[config.mk]
export PLATFORM = sky130hd
export DESIGN_NAME = conv_encoder
export DESIGN_NICKNAME = d
export VERILOG_FILES = /design/src/rtl/conv_encoder_pkg.sv /design/src/rtl/conv_sym_gen.sv /design/src/rtl/conv_encoder.sv
export SDC_FILE = /design/constraint.sdc
export NUM_CORES = 1
export LEC_CHECK = 0
export ABC_AREA = 1
export CAP_MARGIN = 5
export CORE_MARGIN = 5
export CORE_UTILIZATION = 45
export CTS_BUF_LIST = sky130_fd_sc_hd__clkbuf_4 sky130_fd_sc_hd__clkbuf_8
export CTS_CLUSTER_DIAMETER = 150
export DETAILED_ROUTE_END_ITERATION = 8
export PLACE_DENSITY = 0.81
export SLEW_MARGIN = 20
export SYNTH_ARGS = -nofsm -noshare
export SYNTH_HDL_FRONTEND = slang
export SYNTH_SLANG_ARGS = --single-unit
[constraint.sdc]
create_clock -name clk -period 1.55 [get_ports clk]
set_input_delay 0.2325 -clock clk [delete_from_list [all_inputs] [get_ports clk]]
set_output_delay 0.2325 -clock clk [all_outputs]
set_load 0.02 [all_outputs]
[src/rtl/conv_encoder_pkg.sv]
// Shared convolutional code definition: default code parameters, FSM state
// type and a reference symbol function for the encoder and decoder sides.
package conv_encoder_pkg;

    localparam int CONV_R      = 2;
    localparam int CONV_K      = 3;
    localparam int CONV_LENOUT = 5;
    localparam int CONV_LENIN  = CONV_LENOUT * CONV_R;

    localparam logic [CONV_K-1:0] CONV_G0 = 3'b111;
    localparam logic [CONV_K-1:0] CONV_G1 = 3'b101;

    localparam logic [CONV_R-1:0] MASKCODE  = '1;
    localparam logic [CONV_K-2:0] MASKSTATE = '1;

    typedef enum logic [1:0] {
        ST_IDLE,
        ST_ENC,
        ST_DONE
    } enc_state_t;

    // Symbol produced from shift state `state` with input bit `bit_in`
    function automatic logic [CONV_R-1:0] conv_symbol(input logic [CONV_K-2:0] state,
                                                      input logic              bit_in);
        logic [CONV_K-1:0] w;
        logic [CONV_R-1:0] sym;
        w           = {bit_in, state & MASKSTATE};
        sym         = '0;
        sym[CONV_R-1] = ^(w & CONV_G0);
        sym[0]        = ^(w & CONV_G1);
        return sym & MASKCODE;
    endfunction

endpackage

[src/rtl/conv_sym_gen.sv]
// Combinational symbol generator: window {u, sr} -> r-bit symbol.
// G0 drives the symbol MSB, G1 drives bit 0.
import conv_encoder_pkg::*;

module conv_sym_gen #(
    parameter int             r  = CONV_R,
    parameter int             K  = CONV_K,
    parameter logic [K-1:0]   G0 = CONV_G0,
    parameter logic [K-1:0]   G1 = CONV_G1
) (
    input  logic [K-1:0] w,
    output logic [r-1:0] sym
);

    // Parity of the tapped window bits for each generator
    always_comb begin
        sym      = '0;
        sym[r-1] = ^(w & G0);
        sym[0]   = ^(w & G1);
    end

endmodule

[src/rtl/conv_encoder.sv]
// Rate-1/r convolutional encoder: encodes one message bit per clock,
// streams each symbol, then presents the packed codeword with a done pulse.
// Also exports the constant trellis output table for the decoder.
import conv_encoder_pkg::*;

module conv_encoder #(
    parameter int           r      = CONV_R,
    parameter int           K      = CONV_K,
    parameter int           lenout = CONV_LENOUT,
    parameter int           lenin  = CONV_LENIN,
    parameter logic [K-1:0] G0     = CONV_G0,
    parameter logic [K-1:0] G1     = CONV_G1
) (
    input  logic                        clk,
    input  logic                        rst,
    input  logic                        start,
    input  logic [lenout-1:0]           msg_in,
    output logic                        busy,
    output logic                        sym_valid,
    output logic [r-1:0]                sym_out,
    output logic [lenin-1:0]            codeout,
    output logic                        done,
    output logic [(1<<(K-1))*2*r-1:0]   state_out
);

    localparam int CW   = (lenout > 1) ? $clog2(lenout) : 1;
    localparam int NST  = 1 << (K-1);

    enc_state_t        state;
    logic [lenout-1:0] msg_reg;
    logic [K-2:0]      sr;
    logic [CW-1:0]     cnt;
    logic              u;
    logic [K-1:0]      w_cur;
    logic [r-1:0]      sym_cur;

    // Select the message bit addressed by the counter, MSB first
    always_comb begin
        u = 1'b0;
        for (int unsigned i = 0; i < lenout; i++) begin
            if (cnt == CW'(i)) u = msg_reg[lenout-1-i];
        end
    end

    assign w_cur = {u, sr};

    conv_sym_gen #(
        .r  (r),
        .K  (K),
        .G0 (G0),
        .G1 (G1)
    ) u_sym (
        .w   (w_cur),
        .sym (sym_cur)
    );

    // Trellis table: one generator per (state, input) pair
    for (genvar s = 0; s < NST; s++) begin : g_state
        for (genvar b = 0; b < 2; b++) begin : g_bit
            localparam logic [K-2:0] SV = s;
            localparam logic         BV = b;
            conv_sym_gen #(
                .r  (r),
                .K  (K),
                .G0 (G0),
                .G1 (G1)
            ) u_tab (
                .w   ({BV, SV}),
                .sym (state_out[(s*2+b)*r +: r])
            );
        end
    end

    // Frame FSM with registered outputs
    always_ff @(posedge clk or posedge rst) begin
        if (rst) begin
            state     <= ST_IDLE;
            msg_reg   <= '0;
            sr        <= '0;
            cnt       <= '0;
            busy      <= 1'b0;
            sym_valid <= 1'b0;
            sym_out   <= '0;
            codeout   <= '0;
            done      <= 1'b0;
        end else begin
            case (state)
                ST_IDLE: begin
                    done      <= 1'b0;
                    sym_valid <= 1'b0;
                    if (start) begin
                        msg_reg <= msg_in;
                        sr      <= '0;
                        cnt     <= '0;
                        busy    <= 1'b1;
                        state   <= ST_ENC;
                    end
                end
                ST_ENC: begin
                    sym_out   <= sym_cur;
                    sym_valid <= 1'b1;
                    for (int unsigned i = 0; i < lenout; i++) begin
                        if (cnt == CW'(i)) codeout[(lenout-i)*r-1 -: r] <= sym_cur;
                    end
                    sr  <= w_cur[K-1:1];
                    cnt <= cnt + CW'(1);
                    // busy drops with the last symbol so it spans exactly lenout cycles
                    if (cnt == CW'(lenout-1)) begin
                        busy  <= 1'b0;
                        state <= ST_DONE;
                    end
                end
                ST_DONE: begin
                    sym_valid <= 1'b0;
                    busy      <= 1'b0;
                    done      <= 1'b1;
                    state     <= ST_IDLE;
                end
                default: state <= ST_IDLE;
            endcase
        end
    end

endmodule

==> results of run 1 <==
what timing repair did:
action                                  4_1_cts  5_1_grt
endpoints found under the setup margin       27       24
gates resized for setup                      20       16
endpoints found under the hold margin         0        0
hold buffers                                  0        0
pin swaps                                     0        3
setup buffers                                 1        3
worst max path at each step:
stage	cells after the start	to	startpoint	slack, ps
after global routing	13	codeout[1]$_DFFE_PP0P_	cnt[0]$_DFFE_PP0P_	-50
after floorplan	13	sym_out[1]$_DFFE_PP0P_	cnt[0]$_DFFE_PP0P_	130
after global placement	13	codeout[3]$_DFFE_PP0P_	cnt[0]$_DFFE_PP0P_	-1
after detailed placement	11	sym_out[0]$_DFFE_PP0P_	cnt[0]$_DFFE_PP0P_	-60
after CTS	11	codeout[4]$_DFFE_PP0P_	cnt[0]$_DFFE_PP0P_	5
final	13	codeout[3]$_DFFE_PP0P_	cnt[0]$_DFFE_PP0P_	20
cell usage in the layout, fill, tap and decap left out, types with 2 or more instances in the layout:
| cell | n |
|---|---|
| o21ai_1 | 5 |
| dfrtp_1 | 27 |
| nand2_4 | 5 |
| inv_1 | 13 |
| nand2_1 | 44 |
| ha_2 | 4 |
| mux2_1 | 4 |
| dlygate4sd2_1 | 15 |
| clkbuf_4 | 3 |
| nand3_1 | 10 |
| clkdlybuf4s50_1 | 7 |
| ha_4 | 2 |
| inv_2 | 9 |
| nor2_1 | 5 |
| conb_1 | 16 |
| or2_4 | 2 |
| o22ai_1 | 3 |
| nand3_2 | 2 |
| buf_4 | 9 |
| nand2_2 | 5 |
| ha_1 | 4 |
metrics by stage:
stage | worst slack, ps | area (um^2) | hold WS (ps) | std cells | utilization, %
global placement | -1.01 | 1760 | 455 | 240 | 53.2
detailed placement | -58.2 | 1760 | 464 | 240 | 53.2
finish | 24.0 | 1870 | 231 | 248 | 56.4
floorplan | 125 | 1570 | 285 | 184 | -
global route | -54.0 | 1870 | 265 | 248 | 56.4
CTS | 4.61 | 1790 | 249 | 245 | 54.0
power by group:
part / switching (mW) / internal (mW)
Combinational: 1.45 / 0.977
Clock: 0.225 / 0.0991
Sequential: 0.221 / 1.02
Total: 1.90 / 2.10
layout make-up:
cell class,instances,area [um^2]
fillers,303,1440
multi-input cells,118,752
flip-flops and latches,27,676
repair buffers,31,269
inverters,22,82.6
well taps,46,57.6
clock buffers,3,22.5
clock inverters,1,7.51
cell families (layout without fill, tap and decap cells):
group	Yosys count	after routing	synth area share (%)
compound gates	11	11	4.20
simple gates	76	76	24.0
mux	4	4	2.96
other cells	2	16	0.494
fa+ha+maj	10	10	8.23
xor+xnor	1	1	1.81
flops	27	27	44.4
buf+inv	39	57	13.8
worst register-to-register path, cell delays in order, from the launching register on:
cell	delay [ps]
dfrtp_1	440
inv_2	120
ha_4	160
inv_2	40
nor2_4	80
nand2_1	50
nand3_1	70
nand2_2	60
nand2_4	90
nand2_4	80
nand2_4	70
nand2_4	70
nand2_1	60
nand2_1	50
layer usage:
metal / share of wire [%] / up-vias / GRT usage (%)
met5: 0 / - / 0
met4: 2.1 / 0 / 5.46
met3: 5.9 / 6 / 2.30
met2: 52 / 31 / 23.1
met1: 40 / 544 / 18.1
li1: - / 560 / -
==> run metrics, run 1 <==
status completed; Vias/cell 4.60; Initial DRC Count 28; CP Max Fanout 6; worst hold-check path type in -> async; maximum clock rate 655 MHz; R2R depth 13; Final Cycle Share 98.5%; CP Class reg -> reg; synthesis warning total 0; Root Buffer clkbuf_4; CP required 1800 ps; worst vdd ir 0.00103 V; CP bufs+invs 2; final wirelength 2.94 mm; worst r2r src cnt[0]$_DFFE_PP0P_; drc violations 0; Synth area leader dfrtp_1; # rows 21; final hold vios 0; total CTS buffers 3; Critical Path End Type flop; share of layout cells above drive strength 1 about 22%; Longest Clk Path Bufs 2; Power Dens Cells 2140 nW/um^2; Worst-path clk slew 150 ps; hpwl dp 2.19 mm; H-tree Lvls 1; Tmin final approximately 1500 ps; synthesis-to-layout area growth 22.8%; Synth top cells by count nand2_1, dfrtp_1, inv_1, buf_4, nand3_1; Lkg Pwr 0.981 nW; Syn Std Cell Area 1520 um^2; CP cell instances inv_2, ha_4, inv_2, nor2_4, nand2_1, nand3_1, nand2_2, nand2_4, nand2_4, nand2_4, nand2_4, nand2_1, nand2_1; GRT Util Overall roughly 14%; FF+latch count, synth 27; Routed Antenna Nets 0; Overall Power 4.00 mW; drt first pass iters 4; Initial Utilization 45.9%; crit path DAT around 1800 ps; async set-reset flop share out of synthesis 100%; FF-to-FF End codeout[3]$_DFFE_PP0P_; most frequent cell after synthesis nand2_1; initial antenna violation count 0; setup TNS 0 ps; post-synthesis sequential area ratio 44.4%; Core Footprint 3310 um^2; Synth Instances 170; R2R setup slack 20 ps; Largest register FFs 10; Clock Latency Late Sink 340 ps; die span in y 68.1 um; routed length per instance 11.9 um; Most common cell on crit path nand2_4; synth unique cells 22; area fraction of the dominant cell type after synthesis 44.4%; RSZ-0062 raised after global routing yes; vias in the first global route 1,103; largest net degree at the start of global routing 28; Top delay family on crit path simple AND/OR/NAND/NOR gates; Post-synth top flop dfrtp_1; Layout Nets 221; Max-cap violations 0; number of synthesized flops with an enable pin 0; CP startpoint kind flop; slowest stage delay, CP 440 ps; synth top area cells dfrtp_1, nand2_1, buf_4; first-pass GRT wire length 4.91 mm; Die X around 68 um; PortBufs 22; mean post-synth cell area 8.94 um^2; CTS tree done; Vias 1,141; Layout Skew 4.68 ps; final setup violation count 0; die area 4640 um^2; IO Pins 39; grt total ovfl 0; Slew Viols, Final 0; Final GP Congestion 0.835; n_diodes 0; clk sinks 27; slowest CP cell dfrtp_1
No activity file was read; power rests on OpenSTA's default activity.
==> inputs of run 2 (changes only) <==
--- a/config.mk
+++ b/config.mk
@@ -8,4 +8,5 @@
 export ABC_AREA = 1
 export CAP_MARGIN = 5
+export CORE_ASPECT_RATIO = 0.8
 export CORE_MARGIN = 5
 export CORE_UTILIZATION = 45
==> constraint.sdc (replaced) <==
create_clock -name clk -period 1.55 [get_ports clk]
set_input_delay 0.31 -clock clk [delete_from_list [all_inputs] [get_ports clk]]
set_output_delay 0.31 -clock clk [all_outputs]
set_load 0.02 [all_outputs]
==> run 2 against run 1 <==
  * The run now ends with setup timing left
  * Register-to-register slack got worse by 30 ps
  * Final cell count shrank 1.6%
  * Maximum frequency fell by 2.1%
  * Die area up 0.16%
  * Clock power increased by 28%
  * Routed wire length increased by 3.7%
==> run metrics, run 2 (same netlist as run 1, synthesis figures left out) <==
status finished, violations left; failing checks setup timing; PortBufs 22 (unchanged); RSZ-0062 raised after global routing yes; routed length per instance 12.5 um (+5.4%); total CTS buffers 3 (unchanged); Final GP Congestion 0.871 (+4.2%); Tmin final 1560 ps (+32.7 ps); Worst-path clk slew 90 ps (-60 ps); clk sinks 27 (unchanged); Vias 1,110 (-2.7%); Max-cap violations 0 (unchanged); commonest non-fill, non-tap cell in the layout nand2_1; maximum clock rate 642 MHz (-2.1%); Slew Viols, Final 0 (unchanged); final wirelength 3.05 mm (+3.7%); worst hold-check path type in -> async; final setup violation count 1 (+1); Core Footprint 3180 um^2 (-4.1%); Final Cycle Share 101% (+2.1 points); CTS tree done; largest net degree at the start of global routing 28 (unchanged); synthesis-to-layout area growth 26.3%; DP Worst Slack -59.2 ps (-1.04 ps); Layout Nets 223 (+0.90%); hold buffers post-CTS 0 (unchanged); worst vdd ir 0.00130 V (+27%); final hold vios 0 (unchanged); Initial DRC Count 36 (+29%); GRT Util Overall 14.3% (+0.32 points); Routed Antenna Nets 0 (unchanged); die span in y 62.0 um (-9.0%); vias in the first global route 1,066 (-3.4%); fin util 60.4% (+4.1 points); setup ws final -8.74 ps (-32.7 ps); die area 4650 um^2 (+0.16%); most frequent cells in the layout nand2_1, dfrtp_1, conb_1; Lkg Pwr 1.07 nW (+9.0%); drc violations 0 (unchanged); Clock Latency Late Sink 280 ps (-60 ps); Layout Skew 8.17 ps (+3.49 ps); Power Dens Cells 2200 nW/um^2 (+2.8%); CP startpoint kind flop; initial antenna violation count 0 (unchanged); Layout fillers 265 (-13%); n_diodes 0 (unchanged); hpwl dp 2.30 mm (+4.9%); Initial Utilization 47.9% (+2.0 points); Multi-input gate area 754 um^2 (+0.33%); FF+latch area 677 um^2 (+0.19%); Largest register FFs 10 (unchanged); CP Max Fanout 6 (unchanged); Longest Clk Path Bufs 2 (unchanged); Vias/cell 4.55 (-1.1%); crit path DAT 1720 ps (-60 ps); drt first pass iters 4 (unchanged); Die X 75.0 um (+10%); IO Pins 39 (unchanged); CP required 1710 ps (-90 ps); Overall Power 4.22 mW (+5.7%); grt total ovfl 0 (unchanged); # rows 18 (-14%); Root Buffer clkbuf_8; CP Class reg -> reg; share of layout cells above drive strength 1 24.0% (+1.7 points); first-pass GRT wire length 4.95 mm (+0.86%); Critical Path End Type flop; H-tree Lvls 1 (unchanged)
## run 2: cell count changes in the layout (fill, tap and decap cells not counted), sizes merged
cell / previous run / this run
buf: 9 / 11
clkbuf: 3 / 4
dlymetal6s2s: 0 / 6
clkinvlp: 1 / 0
dlygate4sd2: 15 / 9
## run 2: power breakdown
group | internal [mW] | switching [mW] | leakage, nW
Sequential | 1.03 | 0.231 | 0.337
Combinational | 1.04 | 1.51 | 0.706
Clock | 0.202 | 0.212 | 0.0262
Total | 2.27 | 1.95 | 1.07
## run 2: final cells by class
class / instances / share of cell area [%]
Tap cell: 40 / 2.61
Sequential cell: 27 / 35.3
Clock buffer: 4 / 2.54
Inverter: 22 / 4.30
Timing Repair Buffer: 33 / 16.0
Multi-Input combinational cell: 118 / 39.3
## run 2: metal layers
metal,part of all wire [%],GRT usage [%],up-vias
met5,0,0,-
met4,1.3,3.81,0
met3,7.3,4.66,7
met2,44,21.0,31
met1,47,20.3,507
li1,-,-,565
## run 2: timing repair
| item | CTS | global route |
|---|---|---|
| resized for setup | 17 | 21 |
| pin swaps | 0 | 4 |
| setup buffers | 3 | 1 |
| endpoints found under the setup margin | 21 | 27 |
## run 2: worst paths after layout
path	from	end	slack, ps	cells past startpoint
min in group clk	codeout[1]$_DFFE_PP0P_	codeout[1]$_DFFE_PP0P_	480	2
worst max-delay path	cnt[0]$_DFFE_PP0P_	sym_out[1]$_DFFE_PP0P_	-9	13
max in group asynchronous	rst	state[0]$_DFFE_PP0P_	900	3
worst min-delay path	rst	codeout[6]$_DFFE_PP0P_	380	3
worst min register to register	codeout[1]$_DFFE_PP0P_	codeout[1]$_DFFE_PP0P_	480	2
worst max register to register	cnt[0]$_DFFE_PP0P_	sym_out[1]$_DFFE_PP0P_	-9	13
## run 2: through the flow
step,hold slack (ps),TNS [ps],instance area [um^2],std cells
after detailed placement,466,-438,1770,236
final,380,-8.74,1920,244
after CTS,397,0,1860,243
after global routing,409,-631,1920,244
after global placement,460,-47.9,1770,236
after floorplan,363,0,1570,184
## run 2: critical path, stage by stage, from the launching register on
cell	delay, ps
dfrtp_1	420
inv_2	120
ha_4	150
inv_2	40
nor2_4	100
nand2_2	70
nand3_2	60
nand2_2	60
nand2_4	90
nand2_4	80
nand2_4	70
nand2_4	70
nand2_1	60
nand2_1	60
==> inputs of run 3 (changes only) <==
- CORE_UTILIZATION: 45 -> 54
- GPL_TIMING_DRIVEN: default -> 0
- PLACE_DENSITY: 0.81 -> 0.91
- clock period: 1.55 -> 1.92 ns (I/O delays scaled with it)
==> run 3 against run 2 <==
  * The run now ends clean
  * Global-route usage is 0.73 points higher
  * Final cell count up 1.6%
  * Critical path depth decreased by 12
  * Clock skew increased by 9.5 ps
  * Utilization up 8.3 points
  * Sequential share of layout area rose by 0.85 points
==> run metrics, run 3 (same netlist as run 1, synthesis figures left out) <==
Critical Path End Type output pin; commonest non-fill, non-tap cell in the layout nand2_1; Longest Clk Path Bufs 2 (unchanged); Lkg Pwr 0.982 nW (-8.1%); drc violations 0 (unchanged); RSZ-0062 raised after global routing no; largest net degree at the start of global routing 28 (unchanged); Core Footprint 2720 um^2 (-14%); worst hold-check path type in -> async; final hold vios 0 (unchanged); CP Class reg -> out; Initial Utilization 55.8% (+8.0 points); Slew Viols, Final 0 (unchanged); slowest stage delay, CP 610 ps (+190 ps); clk sinks 27 (unchanged); cell-internal power 1.66 mW (-27%); Vias/cell 4.58 (+0.78%); grt total ovfl 0 (unchanged); H-tree Lvls 1 (unchanged); CP Max Fanout 2 (-4); Routed Antenna Nets 0 (unchanged); most frequent cells in the layout nand2_1, dfrtp_1, clkdlybuf4s50_1; status completed; Tmin final 1730 ps; IO Pins 39 (unchanged); GRT Util Overall 15.0% (+0.73 points); worst vdd ir 0.000939 V (-28%); CP required 1540 ps (-170 ps); routed length per instance 11.6 um (-7.5%); slowest CP cell clkdlybuf4s50_1; Root Buffer clkbuf_4; Initial DRC Count 69 (+92%); Top delay family on crit path buffers and inverters; Seq pwr share 32.7% (+2.9 points); crit path DAT 1340 ps (-380 ps); NetSw 1.45 mW (-26%); CP bufs+invs 1 (-1); Final Cycle Share 90.0%; DP Worst Slack 267 ps (+326 ps); die area 3980 um^2 (-14%); Setup Fix Bufs, Post-CTS 0 (-3); final setup violation count 0 (-1); hold buffers post-CTS 0 (unchanged); maximum clock rate 579 MHz; hpwl dp 2.30 mm (about the same); first-pass GRT wire length 4.76 mm (-3.9%); Layout fillers 222 (-16%); Layout Nets 229 (+2.7%); vias in the first global route 1,062 (-0.38%); CTS tree done; Die X 69.3 um (-7.6%); setup TNS 0 ps (+8.74 ps); Power Dens Cells 1660 nW/um^2 (-25%); initial antenna violation count 0 (unchanged); Final GP Congestion 0.839 (-3.6%); share of layout cells above drive strength 1 17.6% (-6.4 points); Max-cap violations 0 (unchanged); Layout Skew 17.7 ps (+9.51 ps); drt first pass iters 4 (unchanged); hold_ws 397 ps (+16.6 ps); Largest register FFs 10 (unchanged); Comb power frac 59.0% (-1.3 points); Vias 1,137 (+2.4%); n_diodes 0 (unchanged); final wirelength 2.87 mm (-6.0%); PortBufs 22 (unchanged); CP cell instances clkdlybuf4s50_1; Tightest Pin Transition 553 ps; switch share 46.7% (+0.38 points); post-cts sizing count 0 (-17); Worst-path clk slew 140 ps (+50 ps); CP startpoint kind flop; die span in y 57.5 um (-7.3%); synthesis-to-layout area growth 23.0%; setup ws final 192 ps (+201 ps); Slew Limit Headroom 63.1%; Clock Latency Late Sink 330 ps (+50 ps); # rows 17 (-1); clock power share 8.3% (-1.5 points); total CTS buffers 3 (unchanged)
==> run 3: cell count changes in the layout (fill, tap and decap cells not counted), moves of 4 or more <==
cell | before | now
dlymetal6s2s_1 | 6 | 0
nand2_1 | 41 | 47
ha_1 | 6 | 10
buf_4 | 11 | 17
clkdlybuf4s50_1 | 7 | 22
inv_1 | 13 | 17
nand2_2 | 8 | 2
inv_2 | 9 | 5
dlygate4sd2_1 | 9 | 0
==> run 3: metrics by stage <==
step,utilization (%),cells,power (mW),cell area [um^2]
after CTS,68.7,248,3.11,1870
after global routing,68.7,248,3.33,1870
after detailed placement,67.6,244,2.85,1840
final,68.7,248,3.10,1870
after floorplan,-,184,2.28,1570
after global placement,67.6,244,2.77,1840
==> run 3: worst paths after layout <==
kind	startpoint	end	slack, ps	cells past startpoint
max	sym_out[0]$_DFFE_PP0P_	sym_out[0]	190	1
min in group clk	codeout[2]$_DFFE_PP0P_	codeout[2]$_DFFE_PP0P_	490	2
max reg2reg	cnt[0]$_DFFE_PP0P_	sym_out[1]$_DFFE_PP0P_	210	13
max in group asynchronous	rst	done$_DFFE_PP0N_	1140	2
min	rst	codeout[6]$_DFFE_PP0P_	400	2
min reg2reg	codeout[2]$_DFFE_PP0P_	codeout[2]$_DFFE_PP0P_	490	2
==> run 3: power by group through the flow <==
stage | logic, mW | clock network (mW) | registers (mW)
2_1_floorplan | 1.13 | 0 | 1.16
3_3_place_gp | 1.76 | 0 | 1.02
5_1_grt | 2.00 | 0.281 | 1.05
4_1_cts | 1.83 | 0.262 | 1.01
3_5_place_dp | 1.83 | 0 | 1.02
6_report | 1.83 | 0.257 | 1.01
==> run 3: layer usage <==
metal | global-route usage [%] | part of all wire [%]
met1 | 18.1 | 44
met2 | 26.2 | 49
met3 | 3.87 | 5.4
met4 | 5.01 | 1.3
met5 | 0 | 0
==> run 3: final cells by class <==
class | count | area (um^2) | area share (%)
Sequential cell | 27 | 676 | 36.1
Clock buffer | 4 | 30.0 | 1.61
Inverter | 22 | 82.6 | 4.41
Multi-Input combinational cell | 118 | 687 | 36.7
Timing Repair Buffer | 22 | 220 | 11.8
Tap cell | 38 | 47.5 | 2.54
Buffer | 17 | 128 | 6.82
==> run 3: worst register-to-register path: stages, from the launching register on <==
cell and delay [ps]:
dfrtp_1 440, inv_1 140, ha_1 190, inv_1 50, nor2_1 130, nand2_1 80, nand3_1 80, nand2_2 70
nand2_4 80, nand2_4 70, nand2_4 70, nand2_4 70, nand2_1 70, nand2_1 50
